===== src/rtl/imm_decode_stage_pkg.sv =====
// rtl/imm_decode_stage_pkg.sv - opcode constants and immediate format codes for the decode stage
package imm_decode_stage_pkg;

  typedef enum logic [2:0] {
    FMT_NONE = 3'd0,
    FMT_I    = 3'd1,
    FMT_S    = 3'd2,
    FMT_B    = 3'd3,
    FMT_U    = 3'd4,
    FMT_J    = 3'd5,
    FMT_Z    = 3'd6
  } imm_fmt_e;

  localparam logic [6:0] OPC_LOAD      = 7'h03;
  localparam logic [6:0] OPC_OP_IMM    = 7'h13;
  localparam logic [6:0] OPC_AUIPC     = 7'h17;
  localparam logic [6:0] OPC_OP_IMM_32 = 7'h1B;
  localparam logic [6:0] OPC_STORE     = 7'h23;
  localparam logic [6:0] OPC_LUI       = 7'h37;
  localparam logic [6:0] OPC_BRANCH    = 7'h63;
  localparam logic [6:0] OPC_JALR      = 7'h67;
  localparam logic [6:0] OPC_JAL       = 7'h6F;
  localparam logic [6:0] OPC_SYSTEM    = 7'h73;

  // funct3[2] of a SYSTEM instruction selects the CSR immediate (zimm) forms
  localparam int FUNCT3_ZIMM_BIT = 14;

endpackage


===== src/rtl/imm_extract.sv =====
// rtl/imm_extract.sv - combinational RV32I/RV64I immediate extraction and format classification
module imm_extract
  import imm_decode_stage_pkg::*;
#(
  parameter int XLEN = 32
) (
  input  logic [31:0]     i_instr,
  output logic [XLEN-1:0] o_imm,
  output logic [2:0]      o_imm_fmt,
  output logic            o_no_imm
);

  logic signed [31:0] w_imm32;
  imm_fmt_e           w_fmt;

  always_comb begin
    w_imm32  = '0;
    w_fmt    = FMT_NONE;
    o_no_imm = 1'b0;
    case (i_instr[6:0])
      OPC_OP_IMM, OPC_OP_IMM_32, OPC_LOAD, OPC_JALR: begin
        w_imm32 = {{20{i_instr[31]}}, i_instr[31:20]};
        w_fmt   = FMT_I;
      end
      OPC_STORE: begin
        w_imm32 = {{20{i_instr[31]}}, i_instr[31:25], i_instr[11:7]};
        w_fmt   = FMT_S;
      end
      OPC_BRANCH: begin
        w_imm32 = {{19{i_instr[31]}}, i_instr[31], i_instr[7], i_instr[30:25], i_instr[11:8], 1'b0};
        w_fmt   = FMT_B;
      end
      OPC_LUI, OPC_AUIPC: begin
        w_imm32 = {i_instr[31:12], 12'b0};
        w_fmt   = FMT_U;
      end
      OPC_JAL: begin
        w_imm32 = {{11{i_instr[31]}}, i_instr[31], i_instr[19:12], i_instr[20], i_instr[30:21], 1'b0};
        w_fmt   = FMT_J;
      end
      OPC_SYSTEM: begin
        if (i_instr[FUNCT3_ZIMM_BIT]) begin
          w_imm32 = {27'b0, i_instr[19:15]};
          w_fmt   = FMT_Z;
        end else begin
          w_imm32 = {{20{i_instr[31]}}, i_instr[31:20]};
          w_fmt   = FMT_I;
        end
      end
      default: begin
        o_no_imm = 1'b1;
      end
    endcase
  end

  // Widening a signed 32-bit value sign-fills the upper half when XLEN is 64
  assign o_imm     = XLEN'(w_imm32);
  assign o_imm_fmt = w_fmt;

endmodule


===== src/rtl/imm_decode_stage.sv =====
// rtl/imm_decode_stage.sv - pipelined immediate decode stage with main register plus skid entry
module imm_decode_stage
  import imm_decode_stage_pkg::*;
#(
  parameter int XLEN  = 32,
  parameter int TAG_W = 32
) (
  input  logic             clk,
  input  logic             rst,
  input  logic             flush,
  input  logic             in_valid,
  output logic             in_ready,
  input  logic [31:0]      instr,
  input  logic [TAG_W-1:0] in_tag,
  output logic             out_valid,
  input  logic             out_ready,
  output logic [XLEN-1:0]  imm,
  output logic [2:0]       imm_fmt,
  output logic             no_imm,
  output logic [TAG_W-1:0] out_tag
);

  logic [XLEN-1:0] w_imm;
  logic [2:0]      w_fmt;
  logic            w_no_imm;
  logic            w_accept;
  logic            w_drain;

  logic             r_main_valid;
  logic [XLEN-1:0]  r_main_imm;
  logic [2:0]       r_main_fmt;
  logic             r_main_no_imm;
  logic [TAG_W-1:0] r_main_tag;

  logic             r_skid_valid;
  logic [XLEN-1:0]  r_skid_imm;
  logic [2:0]       r_skid_fmt;
  logic             r_skid_no_imm;
  logic [TAG_W-1:0] r_skid_tag;

  imm_extract #(.XLEN(XLEN)) u_extract (
    .i_instr   (instr),
    .o_imm     (w_imm),
    .o_imm_fmt (w_fmt),
    .o_no_imm  (w_no_imm)
  );

  // in_ready is the inverted skid flag, so it never depends on out_ready this cycle
  assign w_accept = in_valid & ~r_skid_valid;
  assign w_drain  = r_main_valid & out_ready;

  always_ff @(posedge clk) begin
    if (rst) begin
      r_main_valid  <= 1'b0;
      r_main_imm    <= '0;
      r_main_fmt    <= '0;
      r_main_no_imm <= 1'b0;
      r_main_tag    <= '0;
      r_skid_valid  <= 1'b0;
      r_skid_imm    <= '0;
      r_skid_fmt    <= '0;
      r_skid_no_imm <= 1'b0;
      r_skid_tag    <= '0;
    end else if (flush) begin
      r_main_valid <= 1'b0;
      r_skid_valid <= 1'b0;
    end else if (w_drain && r_skid_valid) begin
      r_main_valid  <= 1'b1;
      r_main_imm    <= r_skid_imm;
      r_main_fmt    <= r_skid_fmt;
      r_main_no_imm <= r_skid_no_imm;
      r_main_tag    <= r_skid_tag;
      r_skid_valid  <= 1'b0;
    end else if (w_accept && (!r_main_valid || w_drain)) begin
      r_main_valid  <= 1'b1;
      r_main_imm    <= w_imm;
      r_main_fmt    <= w_fmt;
      r_main_no_imm <= w_no_imm;
      r_main_tag    <= in_tag;
    end else if (w_accept) begin
      r_skid_valid  <= 1'b1;
      r_skid_imm    <= w_imm;
      r_skid_fmt    <= w_fmt;
      r_skid_no_imm <= w_no_imm;
      r_skid_tag    <= in_tag;
    end else if (w_drain) begin
      r_main_valid <= 1'b0;
    end
  end

  assign in_ready  = ~r_skid_valid;
  assign out_valid = r_main_valid;
  assign imm       = r_main_imm;
  assign imm_fmt   = r_main_fmt;
  assign no_imm    = r_main_no_imm;
  assign out_tag   = r_main_tag;

endmodule


===== config.mk =====
export PLATFORM = sky130hd
export DESIGN_NAME = imm_decode_stage
export DESIGN_NICKNAME = d
export VERILOG_FILES = /design/src/rtl/imm_decode_stage_pkg.sv /design/src/rtl/imm_extract.sv /design/src/rtl/imm_decode_stage.sv
export SDC_FILE = /design/constraint.sdc
export NUM_CORES = 1
export LEC_CHECK = 0
export ABC_AREA = 0
export BUFFER_PORTS_ARGS = -buffer_cell sky130_fd_sc_hd__clkbuf_2
export CAP_MARGIN = 10
export CORE_MARGIN = 2
export CORE_UTILIZATION = 59
export CTS_CLUSTER_SIZE = 14
export DETAILED_ROUTE_END_ITERATION = 8
export GPL_TIMING_DRIVEN = 0
export PLACE_DENSITY_LB_ADDON = 0.1
export SETUP_SLACK_MARGIN = 0.3
export SYNTH_ARGS = -nofsm -noshare
export SYNTH_HDL_FRONTEND = slang
export SYNTH_SLANG_ARGS = --single-unit
export TNS_END_PERCENT = 30

===== constraint.sdc =====
create_clock -name clk -period 2.9 [get_ports clk]
set_input_delay 0.435 -clock clk [delete_from_list [all_inputs] [get_ports clk]]
set_output_delay 0.435 -clock clk [all_outputs]
set_load 0.02 [all_outputs]

==> Flow_metrics.wiki, run 1 <==
{| class="wikitable"
! Metric !! Value
|-
| Largest voltage drop on the vdd net || 0.4363 mV
|-
| Clock insertion delay at the later pin of the skew report || 0.43 ns
|-
| Clk_skew || 0.008127 ns
|-
| Highest net fanout along the worst path || 10
|-
| Post-Layout Cell Count || 1117
|-
| Full die area || 12150 sq um
|-
| Ordered list of cells on the worst path || clkbuf_1 > mux2i_1 > nor3_2 > clkbuf_1 > nor2_1 > a311oi_1
|-
| Hold bufs inserted after CTS || 0
|-
| Ratio of total power to cell area || 576.7 nW/um^2
|-
| Endpoint type of the worst setup path || flip-flop
|-
| Global-route usage over all layers || 34.45%
|-
| Chip Height || 110.2 microns
|-
| Total wirelength of the detailed-routed design || 20800 microns
|-
| Final Setup Violations || 0
|-
| Static leakage power || 3.004 nW
|-
| Count of instances resized after the clock tree is built || 0
|-
| Cell type with the largest total area after synthesis || dfxtp_1
|-
| # Max-Cap Violations || 0
|-
| Via count normalized by instance count || 6.427
|-
| IO buf count || 135
|-
| Fin. max-slew vios || 0
|-
| Number of nets at the end of the flow || 1034
|-
| Gate Count Post-Synth || 811
|-
| Combined area of all synthesized cells || 6656 sq um
|-
| Number of DRC violations after detailed-routing iteration 0 || 776
|-
| RD Place Congestion || 0.9241
|-
| Hold Vio Cnt, Final || 0
|-
| Type of element launching the critical path || flip-flop
|-
| Overall overflow remaining after global route || 0
|-
| Yosys synthesis warning count || 0
|-
| Number of global-route vias before repair || 6704
|-
| Least setup slack across all paths after layout || 0.6534 ns
|-
| Setup repair after global routing missed its margin || no
|-
| R2R Setup Slk || 0.65 ns
|-
| Placement Rows || 38
|-
| Period Utilization, post-route || 77.47%
|-
| Fraction of synthesis flops using an asynchronous set or reset pin || 0%
|-
| Clock tree buffer depth || 2
|-
| Signed area change from the synthesized netlist to the final layout || 21.03%
|-
| Number of inserted diodes || 0
|-
| Number of antenna violations at the first check in global routing || 0
|-
| Post-synth cell types || 55
|-
| Post-DP HPWL || 14840 microns
|-
| Required time at the worst-slack endpoint || 3.23 ns
|-
| Synth cell count leaders || 141 x nand2_1, 138 x dfxtp_1, 59 x clkbuf_1
|-
| Max-slew headroom at the worst pin || 55.95%
|-
| Post-detailed-route DRC marker count || 0
|-
| Number of instances in the placed design || 1086
|-
| Sink Count || 138
|-
| Io pins || 139
|-
| Clock tree root driver cell || clkbuf_16
|-
| Max Freq || 445.1 MHz
|-
| H-tree depth || 4
|-
| CP Class || reg2reg
|-
| Type of the most critical hold path || in2reg
|-
| Post-CTS clock slew at the launch and capture registers of the worst setup and hold paths || 0.06 ns
|-
| Number of enable-type register cells in the synthesized netlist || 0
|-
| Most area-consuming cells after synthesis || dfxtp_1 42%, nand2_1 8.0%, a311oi_1 7.5%
|-
| Most common cell on crit path || clkbuf_1
|-
| Post-Syn Area per Cell || 8.208 sq um
|-
| Pin count of the biggest net entering global routing || 17
|-
| Clock tree from TritonCTS || done
|-
| Top_reg_cell synth || dfxtp_1
|-
| Global-route wire length before repair || 32060 microns
|-
| Post-synth top area share || 41.50%
|-
| Slowest cell on the critical path || clkbuf_1
|-
| Most common cell in the netlist || nand2_1
|-
| Post-CTS setup-driven buffer insertion count || 0
|-
| Detailed-routing iteration count for the pre-antenna-repair pass || 6
|-
| Crit path largest cell delay || 0.52 ns
|-
| Synth Register Bits || 138
|-
| Arrival time at the worst endpoint || 2.57 ns
|-
| Effective utilization at floorplan || 60.87%
|-
| Wire length per cell after detailed routing || 18.62 microns
|-
| Fraction of the yosys area taken by sequential cells || 41.50%
|-
| Worst hold-check slack || 0.2339 ns
|-
| Vias after detailed routing || 7179
|-
| Detail Route Antenna Nets || 0
|-
| Core Footprint || 10940 sq um
|-
| Total negative slack for setup checks || 0 ns
|-
| Clock period minus worst slack || 2.247 ns
|-
| Transition time of the tightest slew-check pin || 0.6557 ns
|-
| Number of buffers created by CTS || 17
|-
| Net count after synthesis || 880
|-
| Post-layout utilization of the core || 73.67%
|-
| Share of final-layout standard cells stronger than drive strength 1 || 21.39%
|-
| Die width || 110.2 microns
|-
| Dpl ws || 0.5340 ns
|-
| Outcome || finished, final reports clean
|}
stage by stage:
stage	power (mW)	cell area [sq um]
2_1_floorplan	2.409	6656
4_1_cts	4.625	8056
3_5_place_dp	2.627	7507
6_report	4.646	8056
5_1_grt	4.784	8056
3_3_place_gp	2.606	7507
kinds of logic after synthesis:
group,after synthesis,synth area share (%)
AND/OR/NAND/NOR,321,22.86
buffers and inverters,107,6.898
multiplexers,16,2.425
flip-flops,138,41.50
AO/OA/AOI/OAI,229,26.32
routing by layer:
metal	global-route usage, %	wire length, microns	up-vias
li1	-	-	3318
met1	43.46	8446	3373
met2	55.61	9795	428
met3	7.995	1962	60
met4	16.61	598	0
met5	0	0	-
path summary, 6_finish.rpt:
| kind | start | end | cells after the start |
|---|---|---|---|
| setup reg to reg | out_valid$_SDFFE_PP0P_ | out_tag[28]$_SDFFE_PP0P_ | 6 |
| hold / removal | in_tag[21] | r_skid_tag[21]$_SDFFE_PP0P_ | 3 |
| setup / recovery | out_valid$_SDFFE_PP0P_ | out_tag[28]$_SDFFE_PP0P_ | 6 |
| hold reg to reg | r_skid_tag[21]$_SDFFE_PP0P_ | r_skid_tag[21]$_SDFFE_PP0P_ | 2 |
layout make-up:
class	count	area [sq um]
inverters	20	75.07
flip-flops and latches	138	2763
clock buffers	24	481.7
clock inverters	7	67.56
multi-input cells	566	3435
plain buffers	87	384.1
fillers	852	2879
well taps	140	175.2
repair buffers	135	675.6
registers in the layout, indices dropped and copies added (netlist names):
name	cells
no_imm	1
r_skid_no_imm	1
out_valid	1
r_skid_tag	32
imm_fmt	3
r_skid_imm	32
imm	32
out_tag	32
r_skid_fmt	3
r_skid_valid	1
cell usage in the layout, fill, tap and decap left out, drive strengths merged, types with 15 or more instances in the layout:
cell type  instances
a21oi             44
a311oi            59
buf               27
clkbuf           219
dfxtp            138
inv               20
mux2i             15
nand2            141
nand2b            17
nand3             34
nor2              55
nor3              31
o2111ai           18
o21ai             20
report_power, final:
group,leakage [nW],internal (mW),switching (mW)
combinational,1.62,0.203,0.383
sequential,1.12,1.97,0.0440
clock,0.262,1.24,0.809
total,3.00,3.41,1.24
worst max-delay path: cells and delay by family (launching register included):
kind | cells | cell delay, ns
multiplexers | 1 | 0.17
buffers and inverters | 2 | 0.83
flip-flops | 1 | 0.42
AO/OA/AOI/OAI | 1 | 0.30
AND/OR/NAND/NOR | 2 | 0.43
Note: power is estimated with default switching activity, not from simulation.
==> run 2: changes to the inputs <==
Settings changed: CORE_UTILIZATION 59 to 55.
Clock period 2.9 ns to 2.3 ns, I/O delays scaled along.
==> run 2 against run 1 <==
Critical endpoint is now imm[4]$_SDFFE_PP0P_. Critical path type unchanged. Maximum frequency grew 14%. Sequential power grew 26%. Final area grew 0.90%. Core utilization shrank 5.4 points. Die area grew 7.0%. Sequential share of layout area shrank 0.31 points.
==> Flow_metrics.wiki, run 2 (synthesis gave the netlist of run 1 again) <==
{| class="wikitable"
! Metric !! Value
|-
| Outcome || finished, final reports clean
|-
| Number of nets at the end of the flow || 1034 (unchanged)
|-
| Core Footprint || 11910 sq um (+8.9%)
|-
| Required time at the worst-slack endpoint || 2.57 ns (-0.66 ns)
|-
| Io pins || 139 (unchanged)
|-
| Most common library cell in the layout ignoring fill and taps || clkbuf_2
|-
| Sequential fraction of design power || 42.7% (-0.7 points)
|-
| Share of final-layout standard cells stronger than drive strength 1 || 23.46% (+2.1 points)
|-
| Chip Height || 114.0 microns (+3.4%)
|-
| Hold Vio Cnt, Final || 0 (unchanged)
|-
| Clk_skew || 0.005468 ns (-0.002659 ns)
|-
| Period Utilization, post-route || 85.67% (+8.2 points)
|-
| Global-route wire length before repair || 33240 microns (+3.7%)
|-
| Fin. max-slew vios || 0 (unchanged)
|-
| Share of power burned in the clock network || 44.6% (+0.6 points)
|-
| Commonest cells after routing, fill and taps aside || 147 x clkbuf_2, 141 x nand2_1, 138 x dfxtp_1, 57 x a311oi_1, 55 x nor2_1
|-
| Number of global-route vias before repair || 6724 (+0.30%)
|-
| Post-CTS clock slew at the launch and capture registers of the worst setup and hold paths || 0.06 ns (about the same)
|-
| Final Setup Violations || 0 (unchanged)
|-
| Type of the most critical hold path || in2reg
|-
| IO buf count || 135 (unchanged)
|-
| Clock insertion delay at the later pin of the skew report || 0.43 ns (about the same)
|-
| Clock period minus worst slack || 1.970 ns (-0.2763 ns)
|-
| Switching power || 1.589 mW (+28%)
|-
| Post-DP HPWL || 15230 microns (+2.6%)
|-
| Fill cells || 998 (+17%)
|-
| Detailed-routing iteration count for the pre-antenna-repair pass || 6 (unchanged)
|-
| Die width || 114.0 microns (+3.4%)
|-
| Highest net fanout along the worst path || 10 (unchanged)
|-
| Clock tree from TritonCTS || done
|-
| Endpoint type of the worst setup path || flip-flop
|-
| Number of buffers created by CTS || 17 (unchanged)
|-
| Total wirelength of the detailed-routed design || 21210 microns (+2.0%)
|-
| Worst hold-check slack || 0.1518 ns (-0.08202 ns)
|-
| Hold bufs inserted after CTS || 0 (unchanged)
|-
| H-tree depth || 4 (unchanged)
|-
| Pin count of the biggest net entering global routing || 17 (unchanged)
|-
| Overall overflow remaining after global route || 0 (unchanged)
|-
| Transition time of the tightest slew-check pin || 0.7059 ns (+0.05021 ns)
|-
| Switch share || 26.73% (+0.12 points)
|-
| Via count normalized by instance count || 6.340 (-1.4%)
|-
| Clock tree root driver cell || clkbuf_16
|-
| Detail Route Antenna Nets || 0 (unchanged)
|-
| Ratio of total power to cell area || 731.0 nW/um^2 (+27%)
|-
| Clock tree buffer depth || 2 (unchanged)
|-
| Share of total power in combinational logic || 12.6% (about the same)
|-
| Global-route usage over all layers || 32.50% (-2.0 points)
|-
| Post-detailed-route DRC marker count || 0 (unchanged)
|-
| Max-slew headroom at the worst pin || 52.68% (-3.3 points)
|-
| Vias after detailed routing || 7120 (-0.82%)
|-
| CP Class || reg2reg
|-
| Total non-filler cell area in the finished layout || 8129 sq um (+0.90%)
|-
| Largest voltage drop on the vdd net || 0.5081 mV (+16%)
|-
| Placement Rows || 40 (+5.3%)
|-
| Max Freq || 507.5 MHz (+14%)
|-
| Sink Count || 138 (unchanged)
|-
| Type of element launching the critical path || flip-flop
|-
| Total negative slack for setup checks || 0 ns (unchanged)
|-
| Signed area change from the synthesized netlist to the final layout || 22.12%
|-
| Arrival time at the worst endpoint || 2.24 ns (-0.33 ns)
|-
| Full die area || 13000 sq um (+7.0%)
|-
| Internal cell power || 4.354 mW (+28%)
|-
| Static leakage power || 3.073 nW (+2.3%)
|-
| Effective utilization at floorplan || 55.88% (-5.0 points)
|-
| Multi-input gate area in the final layout || 3448 sq um (+0.40%)
|-
| Number of DRC violations after detailed-routing iteration 0 || 819 (+5.5%)
|-
| Dpl ws || 0.01742 ns (-0.5166 ns)
|-
| RD Place Congestion || 0.9752 (+5.5%)
|-
| DP Area || 7516 sq um (+0.12%)
|-
| Number of inserted diodes || 0 (unchanged)
|-
| # Max-Cap Violations || 0 (unchanged)
|-
| FF/Latch Area || 2763 sq um (unchanged)
|-
| Number of antenna violations at the first check in global routing || 0 (unchanged)
|-
| Setup repair after global routing missed its margin || yes
|-
| Wire length per cell after detailed routing || 18.89 microns (+1.4%)
|-
| Least setup slack across all paths after layout || 0.3296 ns (-0.3237 ns)
|}
==> run 2: what timing repair did <==
item	4_1_cts	5_1_grt
endpoints found under the setup margin	94	98
hold endpoints to repair	0	0
resized for setup	9	23
buffers inserted	0	0
==> run 2: cell type report <==
class                           count  share of cell area [%]
Tap cell                          147                   2.263
Inverter                           20                  0.9235
Buffer                             87                   5.110
Timing Repair Buffer              135                   8.312
Clock buffer                       19                   5.449
Sequential cell                   138                   33.98
Multi-Input combinational cell    566                   42.42
Clock inverter                     11                   1.539
==> run 2: worst max-delay path, cell delays in order (launching register included) <==
cell and delay (ns):
dfxtp_1 0.35, clkbuf_2 0.19, nor2b_2 0.22, nor3_2 0.40, clkbuf_1 0.46, a311oi_1 0.19
==> run 2: power by group through the flow <==
stage          registers (mW)  logic, mW  clock network [mW]
6_report                 2.54      0.749                2.65
5_1_grt                  2.55      0.808                2.76
4_1_cts                  2.54      0.732                2.66
3_5_place_dp             2.59      0.726                   0
3_3_place_gp             2.58      0.710                   0
2_1_floorplan            2.68      0.360                   0
==> run 2: path summary, 6_finish.rpt <==
| kind | cells after the start | slack [ns] | start | to |
|---|---|---|---|---|
| setup / recovery | 5 | 0.33 | out_valid$_SDFFE_PP0P_ | imm[4]$_SDFFE_PP0P_ |
| hold reg to reg | 2 | 0.46 | r_skid_tag[13]$_SDFFE_PP0P_ | r_skid_tag[13]$_SDFFE_PP0P_ |
| setup reg to reg | 5 | 0.33 | out_valid$_SDFFE_PP0P_ | imm[4]$_SDFFE_PP0P_ |
| hold / removal | 3 | 0.15 | in_tag[17] | r_skid_tag[17]$_SDFFE_PP0P_ |
==> run 2: metal layers <==
| metal | track usage, % | part of all wire [%] | vias to the layer above |
|---|---|---|---|
| met3 | 5.951 | 8.9 | 60 |
| li1 | - | - | 3310 |
| met1 | 41.98 | 41 | 3348 |
| met5 | 0 | 0 | - |
| met4 | 14.07 | 2.7 | 0 |
| met2 | 53.37 | 47 | 402 |
==> run 2: stage by stage <==
| stage | utilization, % | instances | power (mW) |
|---|---|---|---|
| 2_1_floorplan | - | 811 | 3.037 |
| 3_3_place_gp | 63.10 | 1093 | 3.294 |
| 3_5_place_dp | 63.10 | 1093 | 3.316 |
| 4_1_cts | 67.97 | 1123 | 5.934 |
| 5_1_grt | 68.25 | 1123 | 6.119 |
| 6_report | 68.25 | 1123 | 5.943 |
